### src/rtl/msgdma_desc_pkg.sv
// Shared types and constants for the mSGDMA descriptor submitter.
package msgdma_desc_pkg;

  localparam int unsigned ADDR_W = 48;
  localparam int unsigned LEN_W  = 32;
  localparam int unsigned CSR_AW = 8;
  localparam int unsigned CSR_DW = 64;
  localparam int unsigned STAT_W = 32;
  localparam int unsigned GAP_W  = 16;

  localparam int unsigned OFF_SRC = 0;
  localparam int unsigned OFF_DST = 1;
  localparam int unsigned OFF_LEN = 2;
  localparam int unsigned OFF_CTL = 3;

  localparam int unsigned GO_BIT   = 31;
  localparam int unsigned BUSY_BIT = 0;

  localparam logic [CSR_DW-1:0] CTL_WORD = CSR_DW'(1) << GO_BIT;

  typedef enum logic [3:0] {
    IDLE,
    WR_SRC,
    WR_DST,
    WR_LEN,
    WR_CTL,
    GAP,
    RD,
    RSP,
    DONE
  } state_e;

  typedef struct packed {
    logic [ADDR_W-1:0] src;
    logic [ADDR_W-1:0] dst;
    logic [LEN_W-1:0]  len;
  } desc_req_t;

endpackage

### src/rtl/poll_gap_counter.sv
// Down-counter timing the idle interval between status polls; expire_o is a
// registered pulse during the last counted cycle.
module poll_gap_counter
  import msgdma_desc_pkg::*;
#(
  parameter int unsigned LOAD_VAL = 16
) (
  input  logic clk,
  input  logic rst_n,
  input  logic load_i,
  input  logic en_i,
  output logic expire_o
);

  logic [GAP_W-1:0] cnt_q, cnt_d;
  logic             expire_q, expire_d;

  always_comb begin
    cnt_d    = cnt_q;
    expire_d = 1'b0;
    if (load_i) begin
      cnt_d    = GAP_W'(LOAD_VAL - 1);
      expire_d = (LOAD_VAL == 1);
    end else if (en_i && (cnt_q != '0)) begin
      cnt_d    = cnt_q - GAP_W'(1);
      expire_d = (cnt_q == GAP_W'(1));
    end
  end

  always_ff @(posedge clk or negedge rst_n) begin
    if (!rst_n) begin
      cnt_q    <= '0;
      expire_q <= 1'b0;
    end else begin
      cnt_q    <= cnt_d;
      expire_q <= expire_d;
    end
  end

  assign expire_o = expire_q;

endmodule

### src/rtl/msgdma_desc_submit.sv
// Submits one transfer as a 4-word mSGDMA descriptor over Avalon-MM CSR writes,
// then polls the status register until not busy and reports the final status.
module msgdma_desc_submit
  import msgdma_desc_pkg::*;
#(
  parameter logic [7:0]  DESC_BASE   = 8'h20,
  parameter logic [7:0]  STATUS_ADDR = 8'h00,
  parameter int unsigned POLL_GAP    = 16
) (
  input  logic        clk_clk,
  input  logic        reset_reset_n,
  input  logic        req_valid,
  output logic        req_ready,
  input  logic [47:0] req_src,
  input  logic [47:0] req_dst,
  input  logic [31:0] req_len,
  output logic        done_valid,
  input  logic        done_ready,
  output logic [31:0] done_status,
  output logic [7:0]  csr_address,
  output logic [63:0] csr_writedata,
  output logic [7:0]  csr_byteenable,
  output logic        csr_write,
  output logic        csr_read,
  output logic        csr_burstcount,
  input  logic [63:0] csr_readdata,
  input  logic        csr_readdatavalid,
  input  logic        csr_waitrequest
);

  state_e              state_q, state_d;
  desc_req_t           req_q, req_d;
  logic                req_ready_q, req_ready_d;
  logic                done_valid_q, done_valid_d;
  logic [STAT_W-1:0]   done_status_q, done_status_d;
  logic [CSR_AW-1:0]   csr_address_q, csr_address_d;
  logic [CSR_DW-1:0]   csr_writedata_q, csr_writedata_d;
  logic                csr_write_q, csr_write_d;
  logic                csr_read_q, csr_read_d;
  logic                gap_load_c;
  logic                gap_expire;
  logic                wr_ack_c;
  logic                unused_rdata_c;

  assign wr_ack_c       = csr_write_q && !csr_waitrequest;
  assign unused_rdata_c = ^csr_readdata[CSR_DW-1:STAT_W];

  poll_gap_counter #(
    .LOAD_VAL (POLL_GAP)
  ) u_gap (
    .clk      (clk_clk),
    .rst_n    (reset_reset_n),
    .load_i   (gap_load_c),
    .en_i     (state_q == GAP),
    .expire_o (gap_expire)
  );

  always_comb begin
    state_d       = state_q;
    req_d         = req_q;
    done_status_d = done_status_q;
    gap_load_c    = 1'b0;
    unique case (state_q)
      IDLE: begin
        if (req_valid && req_ready_q) begin
          req_d.src = req_src;
          req_d.dst = req_dst;
          req_d.len = req_len;
          if (req_len == '0) begin
            done_status_d = '0;
            state_d       = DONE;
          end else begin
            state_d = WR_SRC;
          end
        end
      end
      WR_SRC: if (wr_ack_c) state_d = WR_DST;
      WR_DST: if (wr_ack_c) state_d = WR_LEN;
      WR_LEN: if (wr_ack_c) state_d = WR_CTL;
      WR_CTL: begin
        if (wr_ack_c) begin
          state_d    = GAP;
          gap_load_c = 1'b1;
        end
      end
      GAP: if (gap_expire) state_d = RD;
      RD:  if (csr_read_q && !csr_waitrequest) state_d = RSP;
      RSP: begin
        if (csr_readdatavalid) begin
          if (csr_readdata[BUSY_BIT]) begin
            state_d    = GAP;
            gap_load_c = 1'b1;
          end else begin
            done_status_d = csr_readdata[STAT_W-1:0];
            state_d       = DONE;
          end
        end
      end
      DONE:    if (done_valid_q && done_ready) state_d = IDLE;
      default: state_d = IDLE;
    endcase

    // Bus outputs are decoded from the next state so they register alongside it.
    req_ready_d     = (state_d == IDLE);
    done_valid_d    = (state_d == DONE);
    csr_write_d     = 1'b0;
    csr_read_d      = 1'b0;
    csr_address_d   = '0;
    csr_writedata_d = '0;
    unique case (state_d)
      WR_SRC: begin
        csr_write_d     = 1'b1;
        csr_address_d   = DESC_BASE + CSR_AW'(OFF_SRC);
        csr_writedata_d = CSR_DW'(req_d.src);
      end
      WR_DST: begin
        csr_write_d     = 1'b1;
        csr_address_d   = DESC_BASE + CSR_AW'(OFF_DST);
        csr_writedata_d = CSR_DW'(req_d.dst);
      end
      WR_LEN: begin
        csr_write_d     = 1'b1;
        csr_address_d   = DESC_BASE + CSR_AW'(OFF_LEN);
        csr_writedata_d = CSR_DW'(req_d.len);
      end
      WR_CTL: begin
        csr_write_d     = 1'b1;
        csr_address_d   = DESC_BASE + CSR_AW'(OFF_CTL);
        csr_writedata_d = CTL_WORD;
      end
      RD: begin
        csr_read_d    = 1'b1;
        csr_address_d = STATUS_ADDR;
      end
      default: ;
    endcase
  end

  always_ff @(posedge clk_clk or negedge reset_reset_n) begin
    if (!reset_reset_n) begin
      state_q         <= IDLE;
      req_q           <= '0;
      req_ready_q     <= 1'b0;
      done_valid_q    <= 1'b0;
      done_status_q   <= '0;
      csr_address_q   <= '0;
      csr_writedata_q <= '0;
      csr_write_q     <= 1'b0;
      csr_read_q      <= 1'b0;
    end else begin
      state_q         <= state_d;
      req_q           <= req_d;
      req_ready_q     <= req_ready_d;
      done_valid_q    <= done_valid_d;
      done_status_q   <= done_status_d;
      csr_address_q   <= csr_address_d;
      csr_writedata_q <= csr_writedata_d;
      csr_write_q     <= csr_write_d;
      csr_read_q      <= csr_read_d;
    end
  end

  assign req_ready      = req_ready_q;
  assign done_valid     = done_valid_q;
  assign done_status    = done_status_q;
  assign csr_address    = csr_address_q;
  assign csr_writedata  = csr_writedata_q;
  assign csr_write      = csr_write_q;
  assign csr_read       = csr_read_q;
  assign csr_byteenable = 8'hFF;
  assign csr_burstcount = 1'b1;

endmodule

### config.mk
export PLATFORM = sky130hd
export DESIGN_NAME = msgdma_desc_submit
export DESIGN_NICKNAME = d
export VERILOG_FILES = /design/src/rtl/msgdma_desc_pkg.sv /design/src/rtl/poll_gap_counter.sv /design/src/rtl/msgdma_desc_submit.sv
export SDC_FILE = /design/constraint.sdc
export NUM_CORES = 1
export LEC_CHECK = 0
export ABC_AREA = 1
export CAP_MARGIN = 20
export CORE_ASPECT_RATIO = 1.4
export CORE_MARGIN = 10
export CORE_UTILIZATION = 50
export CTS_CLUSTER_DIAMETER = 60
export CTS_CLUSTER_SIZE = 25
export DETAILED_ROUTE_END_ITERATION = 12
export MAX_ROUTING_LAYER = met4
export PLACE_DENSITY_LB_ADDON = 0.1
export SLEW_MARGIN = 20
export SYNTH_ARGS = -nofsm -noshare
export SYNTH_HDL_FRONTEND = slang
export SYNTH_SLANG_ARGS = --single-unit
### constraint.sdc
create_clock -name clk_clk -period 3.9 [get_ports clk_clk]
set_clock_uncertainty 0.2 [all_clocks]
set_input_delay 0.585 -clock clk_clk [delete_from_list [all_inputs] [get_ports clk_clk]]
set_output_delay 0.585 -clock clk_clk [all_outputs]
set_load 0.03 [all_outputs]
==> impl_metrics.toml <==
[place]
portBuffers = 251
place_worst_setup_slack_ps = 598
dp_cells = 1422
gp_congestion = 0.862
hpwl_mm = 19.4
dpl_cell_area_um2 = 12700

[cts]
htree_levels = 1
tritoncts = "built"
clk-insertion-delay-late_ps = 480
ctsHoldBuffers = 0
cts_buffers = 15
clk_path_buf_depth = 3
cts.sinks = 234
cts_resized = 0
cts-root-buf = "clkbuf_16"
post-cts-setup-buffers = 0
clk_pin_slew_ps = 80

[routing]
avgRoutedWirePerCell_um = 18.6
antenna_left = 0
drc_errors = 0
avgViaCountPerCell = 5.10
routed-via-count = 7401
drt_iter0_drc = 341
firstDrtPassIters = 4
wirelength_mm = 27.0

[logic_synthesis]
synthMuxAreaShare = 0.140
synth-simple-area-share = 0.194
netlist_instances = 956
synth-async-reset-ratio = 1.00
netlist.area_leader.share = 0.578
ys_types = 36
yosysMostFrequentCell = "dfrtp_1"
synth_top_family_by_area = "simple AND/OR/NAND/NOR gates"
synth_area_leaders = "dfrtp_1, mux2_2, nand2_1"
synth_seq_area_share = 0.578
synth_fa_ha_area_frac = 0.00247
ys_top_cells_by_count = "dfrtp_1, nand2_1, nand3_1, mux2_2, nor2_1"
synthXorXnorAreaFrac = 0.00519
netlist_area_um2 = 10100
synth_seq_cells = 234
synth_compound_area_frac = 0.0199
syn_area_per_cell_um2 = 10.6
ys_warn_count = 0
synth_edf_count = 0
synth_largest_area_cell = "dfrtp_1"
synthFlopType = "dfrtp_1"

[critical_path]
worstPathMaxFanout = 46
rrSetupSlack_ps = 1270
startpoint = "req_len[7]"
critPathLaunchType = "primary input"
r2r-end = "csr_writedata[14]"
reg2reg_depth = 10
worstSetupEndpoint = "csr_writedata[16]"
cp.arrival_ps = 2930
crit_type = "in -> reg"
worstPathRequired_ps = 4050
end_kind = "flip-flop"
reg2reg_from = "state_q[1]"

[flow_run]
drv_cap = 0

[sta]
rsz0062_at_grt = "false"
period_minus_slack_ps = 2780
fin_ws_ps = 1120
period_share = 0.713
setup_viol = 0
slew_headroom = 0.331
fin_tns_setup_ps = 0
tightest_slew_ps = 1000
hold_violations = 10
whs_ps = -41.9
max_freq_mhz = 360
drv_slew = 0

[die]
dieArea_um2 = 26400
num_rows = 61
num_io_pins = 315
start_util = 0.509
die_h_um = 188
core_area_um2 = 19900
die_w_um = 140

[global_routing]
gr-total-overflow = 0
grt_pass1_wl_mm = 42.8
grt_max_degree = 130
grt_usage = 0.204
grt_pass1_vias = 8005
antenna_found_initial = 4

[finish]
drive_gt1_frac = 0.153
nNetsFinal = 1387
design_area_um2 = 13200
layout.cells.non_filler = 1450
final_util = 0.663
area_growth_pct = 30.4

[power_and_ir_drop]
peakVddDrop_mv = 0.478
power.density_nw_per_um2 = 771
total_power_mw = 10.2
leakage_nw = 6.03

[status]
status = "complete, but fails checks"
violations = "hold timing"

[min_path]
hold_path.class = "in -> async"
==> power by group <==
| group | internal (mW) | total, mW | switching (mW) | leakage [nW] |
|---|---|---|---|---|
| clock network | 0.819 | 1.67 | 0.854 | 0.237 |
| logic | 1.86 | 4.65 | 2.79 | 2.84 |
| registers | 3.49 | 3.86 | 0.370 | 2.95 |
==> area by class of cell <==
class	instances	area, um2
Antenna cell	4	10.0
Timing Repair Buffer	259	2620
Clock inverter	8	96.3
Sequential cell	234	5860
Clock buffer	16	389
Inverter	39	146
Fill cell	1626	6710
Multi-Input combinational cell	638	3780
Tap cell	252	315
==> cells in the final DEF, fill, tap and decap left out, types with 2 or more instances in the layout <==
master	n
clkdlybuf4s50_1	250
dfrtp_1	234
nand2_1	208
nand3_1	144
mux2_2	125
nor2_1	58
inv_1	31
conb_1	31
clkbuf_16	15
o21ai_0	11
inv_2	7
nand4_1	6
a21oi_1	6
nand2_2	5
o31ai_1	5
nor3_1	5
buf_4	5
diode_2	4
nor2_2	4
nor4_1	4
xor2_1	4
nand2_4	3
o211ai_1	3
inv_6	3
buf_12	3
nor2_4	2
o21ai_1	2
xnor2_1	2
ha_1	2
==> cells by family after synthesis <==
family | count (synthesis)
multiplexers | 126
buffers and inverters | 113
AO/OA/AOI/OAI | 31
AND/OR/NAND/NOR | 442
flip-flops | 234
adder cells (fa/ha/maj) | 2
other | 2
XOR/XNOR | 6
==> per-layer routing <==
| metal | global-route usage | up-vias | share of wire |
|---|---|---|---|
| met5 | - | - | 0 |
| met1 | 0.231 | 3615 | 0.39 |
| met2 | 0.353 | 185 | 0.52 |
| li1 | - | 3566 | - |
| met4 | 0.0557 | 0 | 0.023 |
| met3 | 0.0476 | 35 | 0.061 |
==> critical path, cell delays in order <==
cell and delay (ps):
clkdlybuf4s50_1 450, nor2_1 270, nand2_1 90, nor2_1 120, nand2_1 60, nor2_1 200, nand2_2 100, nand2_1 90
nand2_2 80, nand2_4 120, inv_2 160, buf_4 340, nand3_1 150, nand3_1 90
==> how the worst min path moves through the flow <==
stage | from | end | slack, ps
6_report | reset_reset_n | u_gap.cnt_q[9] | -40
2_1_floorplan | reset_reset_n | csr_address[0] | 90
4_1_cts | reset_reset_n | req_q[71] | 20
5_1_grt | reset_reset_n | req_q[71] | 60
3_5_place_dp | u_gap.cnt_q[13] | u_gap.cnt_q[13] | 270
3_3_place_gp | u_gap.cnt_q[13] | u_gap.cnt_q[13] | 270
==> sequential cells by signal, indices dropped and copies added, names as in the netlist <==
register,cells
csr_address,3
csr_read,1
csr_writedata,48
done_status,31
done_valid,1
req_q,128
req_ready,1
state_q,4
u_gap.cnt_q,16
u_gap.expire_o,1
Note: power is estimated with default switching activity, not from simulation.
==> edit, RTL diff (same settings) <==
Put one more register stage on the output `done_status`, without a reset. The value now appears one clock later. The other outputs are not delayed to match.
--- a/src/rtl/msgdma_desc_submit.sv
+++ b/src/rtl/msgdma_desc_submit.sv
@@ -162,7 +162,9 @@
 
   assign req_ready      = req_ready_q;
   assign done_valid     = done_valid_q;
-  assign done_status    = done_status_q;
+  always_ff @(posedge clk_clk) begin
+    done_status <= done_status_q;
+  end
   assign csr_address    = csr_address_q;
   assign csr_writedata  = csr_writedata_q;
   assign csr_write      = csr_write_q;
Formal check against the unedited RTL: same outputs for any inputs over 4 cycles, from zero or initial values and one cycle with reset_reset_n low; that may be too few to reach the edited logic, so the function may still have changed.
==> edit against the unedited design <==
- critical path depth down 4
- worst setup slack better by 0.0086 ns
- die area rose by 5.4%
- sequential cell count rose by 31
- critical endpoint is now csr_writedata[6]
- cell area grew 5.4%
- critical path type unchanged
- combinational power hardly changed
- largest power group unchanged
- maximum frequency up 0.31%
- power increased by 6.4%
- routed wire length up 3.4%
- area after synthesis increased by 6.1%
==> edit: results <==
hold_path:
  hold_class: "flop to flop"
routing:
  wirelength_um: 27900
  num_vias: 7700
  firstDrtPassIters: 6
logic_synthesis:
  syn_avg_cell_area_um2: 10.9
  ys_seq_area_frac: 0.602
  synth-async-reset-ratio: 0.883
  synth_cell_types: 37
  synthTopCellsByArea: "dfrtp_1, mux2_2, nand2_1"
pwr:
  vdd_drop_max_mv: 0.535
  p_total_mw: 10.8
  p_seq_frac: 0.401
  comb_power_share: 0.429
  power.leakage_nw: 6.33
  internal_power_mw: 6.69
clock_tree:
  numCtsBuffers: 16
  clk_latency_ns: 0.50
  hold_buffers: 1
worst_setup_path:
  slowest_delay_ns: 0.83
  slowest_stage: "a21oi_4"
  critPathArrivalTime_ns: 3.00
  crit_family: "compound AO/OA/AOI/OAI gates"
layout:
  drive_above_1_share: 0.150
  final_cells: 1499
  nNetsFinal: 1423
  n_fill_cell: 1673
grt:
  antenna_found_initial: 5
  grt_util_all_layers: 0.203
  grt_pass1_vias: 8203
  grt_pass1_wl_um: 43900
placed_design:
  gp_congestion: 0.867
  dp.final_hpwl_um: 20300
run_status:
  status: "finished, final reports clean"
==> edit: cell count changes in the layout (fill, tap and decap cells not counted), moves of 2 or more <==
cell,delta
inv_6,-2
clkbuf_1,+5
clkbuf_16,+3
diode_2,+2
dfxtp_1,+31
buf_4,+3
==> edit: path summary, 6_finish.rpt <==
| path | startpoint | end | slack, ns | cells past startpoint |
|---|---|---|---|---|
| worst max register to register | state_q[0] | csr_writedata[6] | 1.17 | 9 |
| max in group asynchronous | reset_reset_n | csr_writedata[17] | 2.12 | 3 |
| worst min register to register | done_status_q[18] | done_status[18] | 0.18 | 0 |
| worst min-delay path | done_status_q[18] | done_status[18] | 0.18 | 0 |
| min in group asynchronous | reset_reset_n | req_q[100] | 0.46 | 2 |
| worst max-delay path | csr_waitrequest | csr_writedata[6] | 1.13 | 10 |
==> edit: cells by family after synthesis <==
kind of cell	share of synthesized area
AOI/OAI and AO/OA	0.0187
adders and majority gates	0.00233
DFF	0.602
muxes	0.132
buffers and inverters	0.0566
and+or+nand+nor	0.183
other	0.000698
xor gates and xnor gates	0.00489
==> edit: layer usage <==
layer,vias to the layer above,part of all wire,GRT usage
met5,-,0,-
li1,3677,-,-
met1,3766,0.38,0.228
met2,203,0.51,0.345
met3,54,0.069,0.0458
met4,0,0.032,0.0688
==> edit: area by class of cell <==
type | instances | area (um2) | area share
sequential | 265 | 6480 | 0.465
multi-input combinational | 638 | 3780 | 0.272
tap | 260 | 325 | 0.0234
clock inverter | 5 | 65.1 | 0.00467
inverter | 39 | 146 | 0.0105
antenna | 6 | 15.0 | 0.00108
clock buffer | 23 | 469 | 0.0337
timing repair buffer | 263 | 2650 | 0.190
